`src/rtl/pipe_pkg.sv`:
```
// Shared definitions for the 16-bit pipeline: default widths and the MEM-stage access state.
package pipe_pkg;

    localparam int DEF_DATA_WIDTH     = 16;
    localparam int DEF_ADDR_WIDTH     = 8;
    localparam int DEF_IMM8_WIDTH     = 8;
    localparam int DEF_REG_WIDTH      = 4;
    localparam int DEF_TIMEOUT_CYCLES = 15;

    typedef enum logic [1:0] {
        IDLE,
        WAIT,
        DONE
    } mem_state_t;

endpackage

```
`src/rtl/dmem_access_fsm.sv`:
```
// Data-memory req/ack sequencer with read-data capture for accesses that finish under a MEM/WB hold.
// Optional watchdog abort is enabled by defining DMEM_TIMEOUT_EN.
module dmem_access_fsm
    import pipe_pkg::*;
#(
    parameter int DATA_WIDTH     = DEF_DATA_WIDTH,
    parameter int TIMEOUT_CYCLES = DEF_TIMEOUT_CYCLES
) (
    input  logic                  clk,
    input  logic                  rst,
    input  logic                  mem_op,
    input  logic                  ack,
    input  logic                  hold,
    input  logic [DATA_WIDTH-1:0] rdata,
    output logic                  req,
    output logic                  stall,
    output logic                  state_done,
    output logic [DATA_WIDTH-1:0] read_data,
    output logic                  err
);

    mem_state_t            state;
    mem_state_t            state_next;
    logic                  complete;
    logic                  timeout;
    logic [DATA_WIDTH-1:0] cap_data;

`ifdef DMEM_TIMEOUT_EN
    localparam int CNT_WIDTH = $clog2(TIMEOUT_CYCLES + 1);

    logic [CNT_WIDTH-1:0] wait_cnt;
    logic                 err_q;

    assign timeout = (state == WAIT) && (wait_cnt == CNT_WIDTH'(TIMEOUT_CYCLES));
    assign err     = err_q;

    // Counter restarts on every entry to WAIT; the error flag is sticky until reset.
    always_ff @(posedge clk or negedge rst) begin
        if (!rst) begin
            wait_cnt <= '0;
            err_q    <= 1'b0;
        end else begin
            if (state != WAIT) begin
                wait_cnt <= '0;
            end else if (!timeout) begin
                wait_cnt <= wait_cnt + 1'b1;
            end
            if (timeout) begin
                err_q <= 1'b1;
            end
        end
    end
`else
    assign timeout = 1'b0;
    assign err     = 1'b0;
`endif

    always_ff @(posedge clk or negedge rst) begin
        if (!rst) begin
            state    <= IDLE;
            cap_data <= '0;
        end else begin
            state <= state_next;
            if (complete) begin
                cap_data <= timeout ? '0 : rdata;
            end
        end
    end

    // An aborted access completes like an ack but with zero data and no request.
    always_comb begin
        state_next = state;
        req        = 1'b0;
        stall      = 1'b0;
        complete   = 1'b0;
        unique case (state)
            IDLE: begin
                req = mem_op;
                if (mem_op) begin
                    if (ack) begin
                        complete = 1'b1;
                        if (hold) begin
                            state_next = DONE;
                        end
                    end else begin
                        stall      = 1'b1;
                        state_next = WAIT;
                    end
                end
            end
            WAIT: begin
                if (timeout) begin
                    complete   = 1'b1;
                    state_next = hold ? DONE : IDLE;
                end else begin
                    req   = 1'b1;
                    stall = !ack;
                    if (ack) begin
                        complete   = 1'b1;
                        state_next = hold ? DONE : IDLE;
                    end
                end
            end
            DONE: begin
                if (!hold) begin
                    state_next = IDLE;
                end
            end
            default: begin
                state_next = IDLE;
            end
        endcase
    end

    assign state_done = (state == DONE);
    assign read_data  = (state == DONE)         ? cap_data :
                        (complete && !timeout)  ? rdata    : '0;

endmodule

```
`src/rtl/mem_stage.sv`:
```
// MEM stage: branch resolution, MEM->EX forwarding value, data-memory access and the MEM/WB register.
// Define DMEM_TIMEOUT_EN to enable the data-memory watchdog and dmem_err_o.
module mem_stage
    import pipe_pkg::*;
#(
    parameter int DATA_WIDTH     = DEF_DATA_WIDTH,
    parameter int ADDR_WIDTH     = DEF_ADDR_WIDTH,
    parameter int IMM8_WIDTH     = DEF_IMM8_WIDTH,
    parameter int REG_WIDTH      = DEF_REG_WIDTH,
    parameter int TIMEOUT_CYCLES = DEF_TIMEOUT_CYCLES
) (
    input  logic                  clk,
    input  logic                  rst,
    input  logic [ADDR_WIDTH-1:0] PCM_i,
    input  logic [DATA_WIDTH-1:0] WriteDataM_i,
    input  logic [IMM8_WIDTH-1:0] imm8M_i,
    input  logic [REG_WIDTH-1:0]  WriteRegM_i,
    input  logic [DATA_WIDTH-1:0] alu_outM_i,
    input  logic                  RegWriteM_i,
    input  logic                  BranchM_i,
    input  logic                  MemReadM_i,
    input  logic                  MemWriteM_i,
    input  logic                  MemToRegM_i,
    input  logic                  MovM_i,
    input  logic                  flush_MEM_WB_i,
    input  logic                  stall_MEM_WB_i,
    output logic                  dmem_req_o,
    output logic                  dmem_we_o,
    output logic [ADDR_WIDTH-1:0] dmem_addr_o,
    output logic [DATA_WIDTH-1:0] dmem_wdata_o,
    input  logic                  dmem_ack_i,
    input  logic [DATA_WIDTH-1:0] dmem_rdata_i,
    output logic                  stall_mem_o,
    output logic                  PCSrcM_o,
    output logic [ADDR_WIDTH-1:0] BranchTargetM_o,
    output logic [DATA_WIDTH-1:0] WBResultM_o,
    output logic                  RegWriteW_o,
    output logic                  MemToRegW_o,
    output logic [REG_WIDTH-1:0]  WriteRegW_o,
    output logic [DATA_WIDTH-1:0] alu_outW_o,
    output logic [DATA_WIDTH-1:0] ReadDataW_o,
    output logic                  dmem_err_o
);

    logic                  mem_op;
    logic                  access_done;
    logic [DATA_WIDTH-1:0] read_data;

    assign mem_op          = MemReadM_i | MemWriteM_i;
    assign PCSrcM_o        = BranchM_i & (alu_outM_i == '0);
    assign BranchTargetM_o = PCM_i + ADDR_WIDTH'(imm8M_i);
    assign WBResultM_o     = MovM_i ? {{(DATA_WIDTH-IMM8_WIDTH){1'b0}}, imm8M_i} : alu_outM_i;
    assign dmem_we_o       = MemWriteM_i;
    assign dmem_addr_o     = alu_outM_i[ADDR_WIDTH-1:0];
    assign dmem_wdata_o    = WriteDataM_i;

    dmem_access_fsm #(
        .DATA_WIDTH     (DATA_WIDTH),
        .TIMEOUT_CYCLES (TIMEOUT_CYCLES)
    ) u_access (
        .clk        (clk),
        .rst        (rst),
        .mem_op     (mem_op),
        .ack        (dmem_ack_i),
        .hold       (stall_MEM_WB_i),
        .rdata      (dmem_rdata_i),
        .req        (dmem_req_o),
        .stall      (stall_mem_o),
        .state_done (access_done),
        .read_data  (read_data),
        .err        (dmem_err_o)
    );

    // Hazard-unit hold outranks our own stall so a held instruction is never replaced by a bubble.
    always_ff @(posedge clk or negedge rst) begin
        if (!rst) begin
            RegWriteW_o <= 1'b0;
            MemToRegW_o <= 1'b0;
            WriteRegW_o <= '0;
            alu_outW_o  <= '0;
            ReadDataW_o <= '0;
        end else if (flush_MEM_WB_i) begin
            RegWriteW_o <= 1'b0;
            MemToRegW_o <= 1'b0;
            WriteRegW_o <= '0;
            alu_outW_o  <= '0;
            ReadDataW_o <= '0;
        end else if (stall_MEM_WB_i) begin
            RegWriteW_o <= RegWriteW_o;
            MemToRegW_o <= MemToRegW_o;
            WriteRegW_o <= WriteRegW_o;
            alu_outW_o  <= alu_outW_o;
            ReadDataW_o <= ReadDataW_o;
        end else if (stall_mem_o) begin
            RegWriteW_o <= 1'b0;
            MemToRegW_o <= 1'b0;
            WriteRegW_o <= '0;
            alu_outW_o  <= '0;
            ReadDataW_o <= '0;
        end else begin
            RegWriteW_o <= RegWriteM_i;
            MemToRegW_o <= MemToRegM_i;
            WriteRegW_o <= WriteRegM_i;
            alu_outW_o  <= WBResultM_o;
            ReadDataW_o <= access_done ? read_data : (dmem_ack_i ? read_data : '0);
        end
    end

endmodule

```
`config.mk`:
```
export PLATFORM = sky130hd
export DESIGN_NAME = mem_stage
export DESIGN_NICKNAME = d
export VERILOG_FILES = /design/src/rtl/pipe_pkg.sv /design/src/rtl/dmem_access_fsm.sv /design/src/rtl/mem_stage.sv
export SDC_FILE = /design/constraint.sdc
export NUM_CORES = 1
export LEC_CHECK = 0
export ABC_AREA = 1
export CAP_MARGIN = 20
export CORE_UTILIZATION = 43
export DETAILED_ROUTE_END_ITERATION = 10
export PLACE_DENSITY_LB_ADDON = 0.25
export SLEW_MARGIN = 20
export SYNTH_ARGS = -nofsm -noshare
export SYNTH_HDL_FRONTEND = slang
export SYNTH_SLANG_ARGS = --single-unit
```
`constraint.sdc`:
```
create_clock -name clk -period 4 [get_ports clk]
set_input_delay 0.8 -clock clk [delete_from_list [all_inputs] [get_ports clk]]
set_output_delay 0.8 -clock clk [all_outputs]
set_load 0.1 [all_outputs]
```
==> results of run 1 <==
-- flip-flops by register name, indices dropped and copies added, names as in the netlist --
name and cells:
WriteRegW_o 4, u_access.cap_data 16, ReadDataW_o 16, MemToRegW_o 1, alu_outW_o 16, RegWriteW_o 1
u_access.state 2
-- layout make-up --
type,count,area share [%]
Inverter,49,4.02
Timing Repair Buffer,139,30.1
Multi-Input combinational cell,285,30.5
Tap cell,99,2.71
Sequential cell,56,30.6
Clock inverter,1,0.164
Clock buffer,7,1.89
-- kinds of logic after synthesis --
logic type	Yosys count	synth area share [%]
adders and majority gates	8	3.29
and+or+nand+nor	236	29.5
xor gates and xnor gates	4	1.07
DFF	56	42.9
other	1	0.115
buffers and inverters	91	14.6
AOI/OAI and AO/OA	36	8.58
-- worst max-delay path, cell delays in order --
cell and delay (ps):
clkdlybuf4s50_1 480, ha_1 190, inv_1 60, fa_1 400, inv_1 90, nand3_1 60, nand2_1 80, xor2_1 240
buf_12 210
-- per-stage QoR --
stage                     std cells  utilization (%)  hold WS (ps)
after floorplan                 432                -           476
after global placement          628             61.5           461
after detailed placement        628             61.5           465
after CTS                       636             62.8           490
after global routing            636             62.8           503
final                           636             62.8           489
-- path summary, 6_finish.rpt --
path                                                from                          endpoint  slack (ps)  cells past startpoint
max                                           imm8M_i[0]                BranchTargetM_o[4]         570                      9
min                           alu_outW_o[13]$_DFFE_PN0P_        alu_outW_o[13]$_DFFE_PN0P_         490                      2
max reg2reg                u_access.state[0]$_DFFE_PN0P_        alu_outW_o[11]$_DFFE_PN0P_        2000                      6
min reg2reg                   alu_outW_o[13]$_DFFE_PN0P_        alu_outW_o[13]$_DFFE_PN0P_         490                      2
max in group asynchronous                            rst  u_access.cap_data[3]$_DFFE_PN0N_        2630                      2
min in group asynchronous                            rst  u_access.cap_data[8]$_DFFE_PN0N_         590                      1
-- power by group through the flow --
stage	combinational (W)	clock [W]	sequential (W)
final	0.000954	0.000315	0.000704
after global routing	0.00101	0.000349	0.000714
after CTS	0.000960	0.000327	0.000703
after detailed placement	0.000956	0	0.000715
after global placement	0.000947	0	0.000708
after floorplan	0.000576	0	0.000902
-- metal layers --
layer	up-vias	track usage, %
li1	1513	-
met1	1340	24.7
met2	115	39.1
met3	8	8.59
met4	0	5.34
met5	-	0
-- Yosys cell counts --
cell	instances	area, µm²
nand2_1	151	567
dfrtp_1	56	1400
inv_1	49	184
nor2_1	45	169
buf_4	28	210
nand3_1	25	125
o21ai_2	20	175
ha_1	7	87.6
nand4_1	7	43.8
o21a_1	7	52.6
buf_2	6	30.0
a21oi_1	4	20.0
clkbuf_1	4	15.0
buf_6	3	33.8
xor2_1	3	26.3
nand2b_1	2	12.5
nor2_2	2	12.5
o21ai_0	2	10.0
a21o_1	1	7.51
a31oi_1	1	6.26
and2_1	1	6.26
buf_1	1	3.75
conb_1	1	3.75
fa_1	1	20.0
nand2_2	1	6.26
nand2_4	1	11.3
nand3_2	1	10.0
o2111ai_1	1	8.76
xnor2_1	1	8.76
==> summary by stage, run 1 <==
STA
The aggregate negative setup slack is 0 ps. The max-slew violation count is 0. The normalized max-slew margin is 31.2%. Setup violations remaining at the end of the flow were counted as 0. The shortest period the worst path allows is 3430 ps. The maximum clock rate is 292 MHz. In the finished design, the share of the clock period the worst path needs comes to 85.7%. Setup repair after global routing left no endpoint under its margin. The clock arrives with 9.35 ps of skew.

The number of failing hold endpoints at the final stage came to 0. The setup slack of the critical path after layout is 573 ps. At the pin with the least slew margin, the transition time is 1030 ps.

Detailed routing
The total via count in the routed design is 2976. The number of antenna-violating nets in the routed design is 0. Detailed routing placed a total of 4.10 mm of wire on met2. The highest metal layer with signal wires is met4.

After detailed routing, the wire length on met1 is 3.29 mm. Using the TritonRoute via totals, the vias-per-cell ratio works out to 4.68. Detailed routing placed a total of 812 µm of wire on met3. The total wire length is 8.33 mm. The number of DRC violations after detailed-routing iteration 0 is 53. For this run, design rule violations remaining after detail routing come to 0.

The number of iterations in the first detailed-routing pass is 4. Dividing the detail-routed wire length by the instance count gives 13.1 µm.

Critical path
The launching element type of the critical path is a primary input. The critical path in this run is classified as primary input to output port. The required time at the endpoint of the critical path is 3200 ps. Data arrives at the worst endpoint at 2630 ps. The maximum fanout along the worst path is 3. The critical path endpoint category is an output port.

CTS
CTS saw 56 sinks. TritonCTS created 5 clock buffers. The master cell of the clock root buffer is clkbuf_8.

In this run the post-CTS setup repair buffer count came out at 0. The longest clock path from root to sink contains 2 buffers. The clock network latency to the later pin of the worst-skew pair is 300 ps. The count of instances resized after the clock tree is built is 0. Hold repair after CTS inserted 0 buffers. TritonCTS built the clock tree. Clock-pin slew was measured on the worst setup and hold paths at 90 ps. In this run the number of H-tree levels came out at 2.

Final layout
Summing all flip-flop and latch instances after layout gives 1400 µm². The layout-stage area growth over the synthesis result is 40.0%. After routing the design area is 4580 µm². The commonest non-fill, non-tap cell in the layout is nand2_1. The count of filler cells inserted in the layout is 705. The ratio of cells with drive above 1 in the final layout is 13.8%. Summing all multi-input logic gate instances after layout gives 1400 µm². For this run, the post-layout net count is 623. 0 antenna diodes ended up in the layout. The top cell types in the final layout, fill and taps aside, are nand2_1, clkdlybuf4s50_1, dfrtp_1, inv_1, nor2_1.

Global route
The maximum number of pins on one net before global-route repair is 39. Summed over all layers, the global routing overflow is 0. The total global routing track utilization is 21.9%. The number of antenna violations at the first check in global routing is 0. The first-pass GRT wire length is 13.3 mm. The number of global-route vias before repair is 2921.

Worst hold path
The min-delay analysis places its worst path in the category flip-flop to flip-flop.

Power and ir drop
The cell leakage power is 2.46 nW. Summing internal, switching and leakage power gives 0.00197 W. In this run, flip-flops and latches consume 35.7% of the power. The internal power of the cells is 0.00106 W. The switching component of the power is 0.000913 W.

The clock network power share is 16.0%. IR analysis of the VDD net gives a maximum drop of 0.259 mV. Dividing total power by cell area gives a power density of 431 nW/µm².

The share of total power consumed by net switching is 46.3%. The share of total power dissipated in combinational logic is 48.4%.

Floorplan
The effective utilization at floorplan is 44.8%. The die is 89.2 µm tall. The standard cell core area is 7290 µm². The floorplan die area is 7950 µm². In this run the horizontal extent of the chip is 89.2 µm.

The top-level port count is 170. The number of rows in the core area is 31.

Outcome
The flow ran to the end, and the final reports show no timing, DRC or antenna violations.

Place
The worst setup slack before clock tree synthesis is 574 ps. The detailed placer's ending HPWL is 6.42 mm. The congestion estimate from routability-driven global placement came to 0.781. The count of buffers added on input and output ports is 136. The post-detailed-placement cell area is 4480 µm².

Synthesis
The number of distinct library cells after synthesis is 29. The total nets after synthesis is 519. After synthesis, the mean cell area works out to 7.57 µm².

Summing every instance area after synthesis gives 3270 µm². The cell count after synthesis is 432. During synthesis, Yosys emitted a total of 0 warnings. The share of the Yosys chip area taken by registers is 42.9%. The flip-flop and latch count after synthesis is 56.

Run
The tool flagged a number of max-cap violations equal to 0.
Note: power is estimated with default switching activity, not from simulation.
==> inputs of run 2 (changes only) <==
--- a/config.mk
+++ b/config.mk
@@ -9,6 +9,7 @@
 export CAP_MARGIN = 20
 export CORE_UTILIZATION = 43
 export DETAILED_ROUTE_END_ITERATION = 10
+export GPL_ROUTABILITY_DRIVEN = 0
 export PLACE_DENSITY_LB_ADDON = 0.25
 export SLEW_MARGIN = 20
 export SYNTH_ARGS = -nofsm -noshare
==> results of run 2 <==
Same layout as run 1: the final DEF is identical, and so are final timing and power.
==> inputs of run 3 (changes only) <==
--- a/config.mk
+++ b/config.mk
@@ -7,7 +7,7 @@
 export LEC_CHECK = 0
 export ABC_AREA = 1
 export CAP_MARGIN = 20
-export CORE_UTILIZATION = 43
+export CORE_UTILIZATION = 40
 export DETAILED_ROUTE_END_ITERATION = 10
 export GPL_ROUTABILITY_DRIVEN = 0
 export PLACE_DENSITY_LB_ADDON = 0.25
==> constraint.sdc (replaced) <==
create_clock -name clk -period 3.7 [get_ports clk]
set_input_delay 0.74 -clock clk [delete_from_list [all_inputs] [get_ports clk]]
set_output_delay 0.74 -clock clk [all_outputs]
set_load 0.1 [all_outputs]
==> summary by stage, run 3 (synthesis results as in run 1) <==
Detailed routing
The post-route DRC violation count is 0 (unchanged). The number of DRC violations after detailed-routing iteration 0 is 125 (+140%). The average wire per cell in the routed design is 13.0 µm (-0.91%). The number of iterations in the first detailed-routing pass is 4 (unchanged). The total via count in the routed design is 3010 (+1.1%). The mean number of vias per cell is 4.70 (+0.35%). The total wire length came to 8.32 mm (-0.13%). The number of antenna-violating nets in the routed design is 0 (unchanged).

CTS
The H-tree depth reported by CTS is 2 (unchanged). The number of buffers on the longest clock path is 2 (unchanged). The total CTS buffers was 5 (unchanged). The tree is rooted in a clkbuf_8. The CTS tree is done.

The hold buffer count at CTS came to 0 (unchanged). The count of instances resized after the clock tree is built came to 0 (unchanged). The clock network latency to the later pin of the worst-skew pair is 300 ps (about the same). The post-CTS setup buffer count is 0 (unchanged). The clock-pin slew of the registers on the worst-case setup and hold paths is 90 ps (about the same).

The number of sinks driven by the clock tree came to 56 (unchanged).

Place
The count of buffers from port buffering was 136 (unchanged). The worst setup slack before clock tree synthesis came to 388 ps (-187 ps). The number of placed instances, taps included was 633 (+0.80%).

The detailed placer's ending HPWL is 6.47 mm (+0.85%). The post-detailed-placement cell area is 4670 µm² (+4.2%).

Critical path
The delay of the slowest cell on the worst path is 480 ps (about the same). The critical path endpoint category is an output port. The number of buffer and inverter instances along the worst setup path came to 4 (unchanged).

The launching element type of the critical path is a primary input. The category of cells accounting for the largest share of critical-path delay is buffers and inverters. The slowest stage cell on the critical path is clkdlybuf4s50_1.

The maximum fanout along the worst path was 3 (unchanged). The number of cells on the worst reg-to-reg path is 6 (unchanged). The data arrival time at the worst-slack endpoint came to 2570 ps (-60 ps).

By startpoint and endpoint, the worst setup path is classified as primary input to output port. The required time at the endpoint of the critical path is 2960 ps (-240 ps). In this design, the critical path's most frequently occurring cell is inv_1. The logic depth of the worst path, buffers included is 9 (unchanged). Walking the worst path, the cells encountered are clkdlybuf4s50_1, ha_1, inv_1, fa_1, inv_1, nand3_1, nand2_1, xor2_2, buf_12.

Final layout
The final cell count without fillers is 641 (+0.79%). From synthesis to final layout, the design area changed by 45.9%. The commonest non-fill, non-tap cell in the layout is nand2_1. The final design utilization is 61.1% (-1.7 points). The final design area excluding fillers is 4770 µm² (+4.2%). The top cell types in the final layout, fill and taps aside, are nand2_1, clkdlybuf4s50_1, dfrtp_1, inv_1, nor2_1.

The largest registers in the layout are ReadDataW_o (16), alu_outW_o (16), u_access.cap_data (16). The net total in the final layout is 625 (+0.32%). The antenna diode count is 0 (unchanged). The ratio of cells with drive above 1 in the final layout is 14.5% (+0.69 points).

Floorplan
The number of rows in the core area was 32 (+3.2%). The standard cell core area is 7810 µm² (+7.1%). The die boundary height is 92.4 µm (+3.6%). The effective utilization at floorplan came to 41.9% (-3.0 points). The floorplan die area came to 8540 µm² (+7.3%).

The width of the chip is 92.4 µm (+3.6%). The top-level port count came to 170 (unchanged).

STA
The setup slack of the critical path after layout came to 390 ps (-183 ps). The number of setup violations in the final report is 0 (unchanged). The measured slew at the worst slew-check pin is 1040 ps (+12.2 ps).

The normalized max-slew margin came to 30.3% (-0.82 points). The number of failing hold endpoints at the final stage is 0 (unchanged). Timing would allow up to 302 MHz. The max-slew violation count came to 0 (unchanged). The aggregate negative setup slack came to 0 ps (unchanged).

The shortest period the worst path allows is 3310 ps. The final period utilization is 89.5%. Setup repair after global routing left no endpoint under its margin. The setup clock skew after layout came to 5.82 ps (-3.53 ps).

Outcome
The flow ran to the end, and the final reports show no timing, DRC or antenna violations.

Global route
The number of global-route vias before repair is 2885 (-1.2%). The leftover overflow at the end of global routing is 0 (unchanged). The first-pass GRT wire length is 13.6 mm (+2.3%). The number of antenna violations at the first check in global routing came to 0 (unchanged). The total global routing track utilization is 20.1% (-1.9 points).

The maximum number of pins on one net before global-route repair was 47 (+21%).

Run
The number of max-cap violations is 0 (unchanged).

Power and ir drop
The cell leakage power is 2.53 nW (+2.9%). The worst vdd rail ir drop was 0.248 mV (-4.2%). The power density over the cells came to 454 nW/µm² (+5.4%).

Worst hold path
The type of the tightest min-delay check is primary input to async pin.
## run 3: stage by stage
stage | hold WS, ps | total power (W)
final | 429 | 0.00216
after global routing | 456 | 0.00228
after CTS | 490 | 0.00218
after detailed placement | 465 | 0.00184
after global placement | 461 | 0.00183
after floorplan | 444 | 0.00160
## run 3: final timing paths
| kind | from | to | slack, ps |
|---|---|---|---|
| worst max register to register | u_access.state[0]$_DFFE_PN0P_ | alu_outW_o[14]$_DFFE_PN0P_ | 1910 |
| min in group clk | ReadDataW_o[10]$_DFFE_PN0P_ | ReadDataW_o[10]$_DFFE_PN0P_ | 480 |
| worst min-delay path | rst | ReadDataW_o[1]$_DFFE_PN0P_ | 430 |
| worst max-delay path | imm8M_i[0] | BranchTargetM_o[4] | 390 |
| max in group asynchronous | rst | ReadDataW_o[14]$_DFFE_PN0P_ | 2690 |
| worst min register to register | ReadDataW_o[10]$_DFFE_PN0P_ | ReadDataW_o[10]$_DFFE_PN0P_ | 480 |
## run 3: power by group
group | switching (W) | internal, W | total (W) | leakage, nW
combinational | 0.000752 | 0.000317 | 0.00107 | 1.73
clock | 0.000186 | 0.000150 | 0.000336 | 0.0510
sequential | 0.0000532 | 0.000706 | 0.000760 | 0.742
total | 0.000991 | 0.00117 | 0.00216 | 2.53
## run 3: final cells by class
class,count,area [µm²]
Inverter,49,184
Fill cell,699,3040
Sequential cell,56,1400
Clock buffer,6,82.6
Clock inverter,2,10.0
Tap cell,102,128
Timing Repair Buffer,141,1560
Multi-Input combinational cell,285,1410
## run 3: layer usage
metal	global-route usage, %	vias up	routed length [µm]
li1	-	1512	-
met1	23.0	1371	3300
met2	35.9	111	4230
met3	7.31	16	702
met4	3.78	0	84
met5	0	-	0
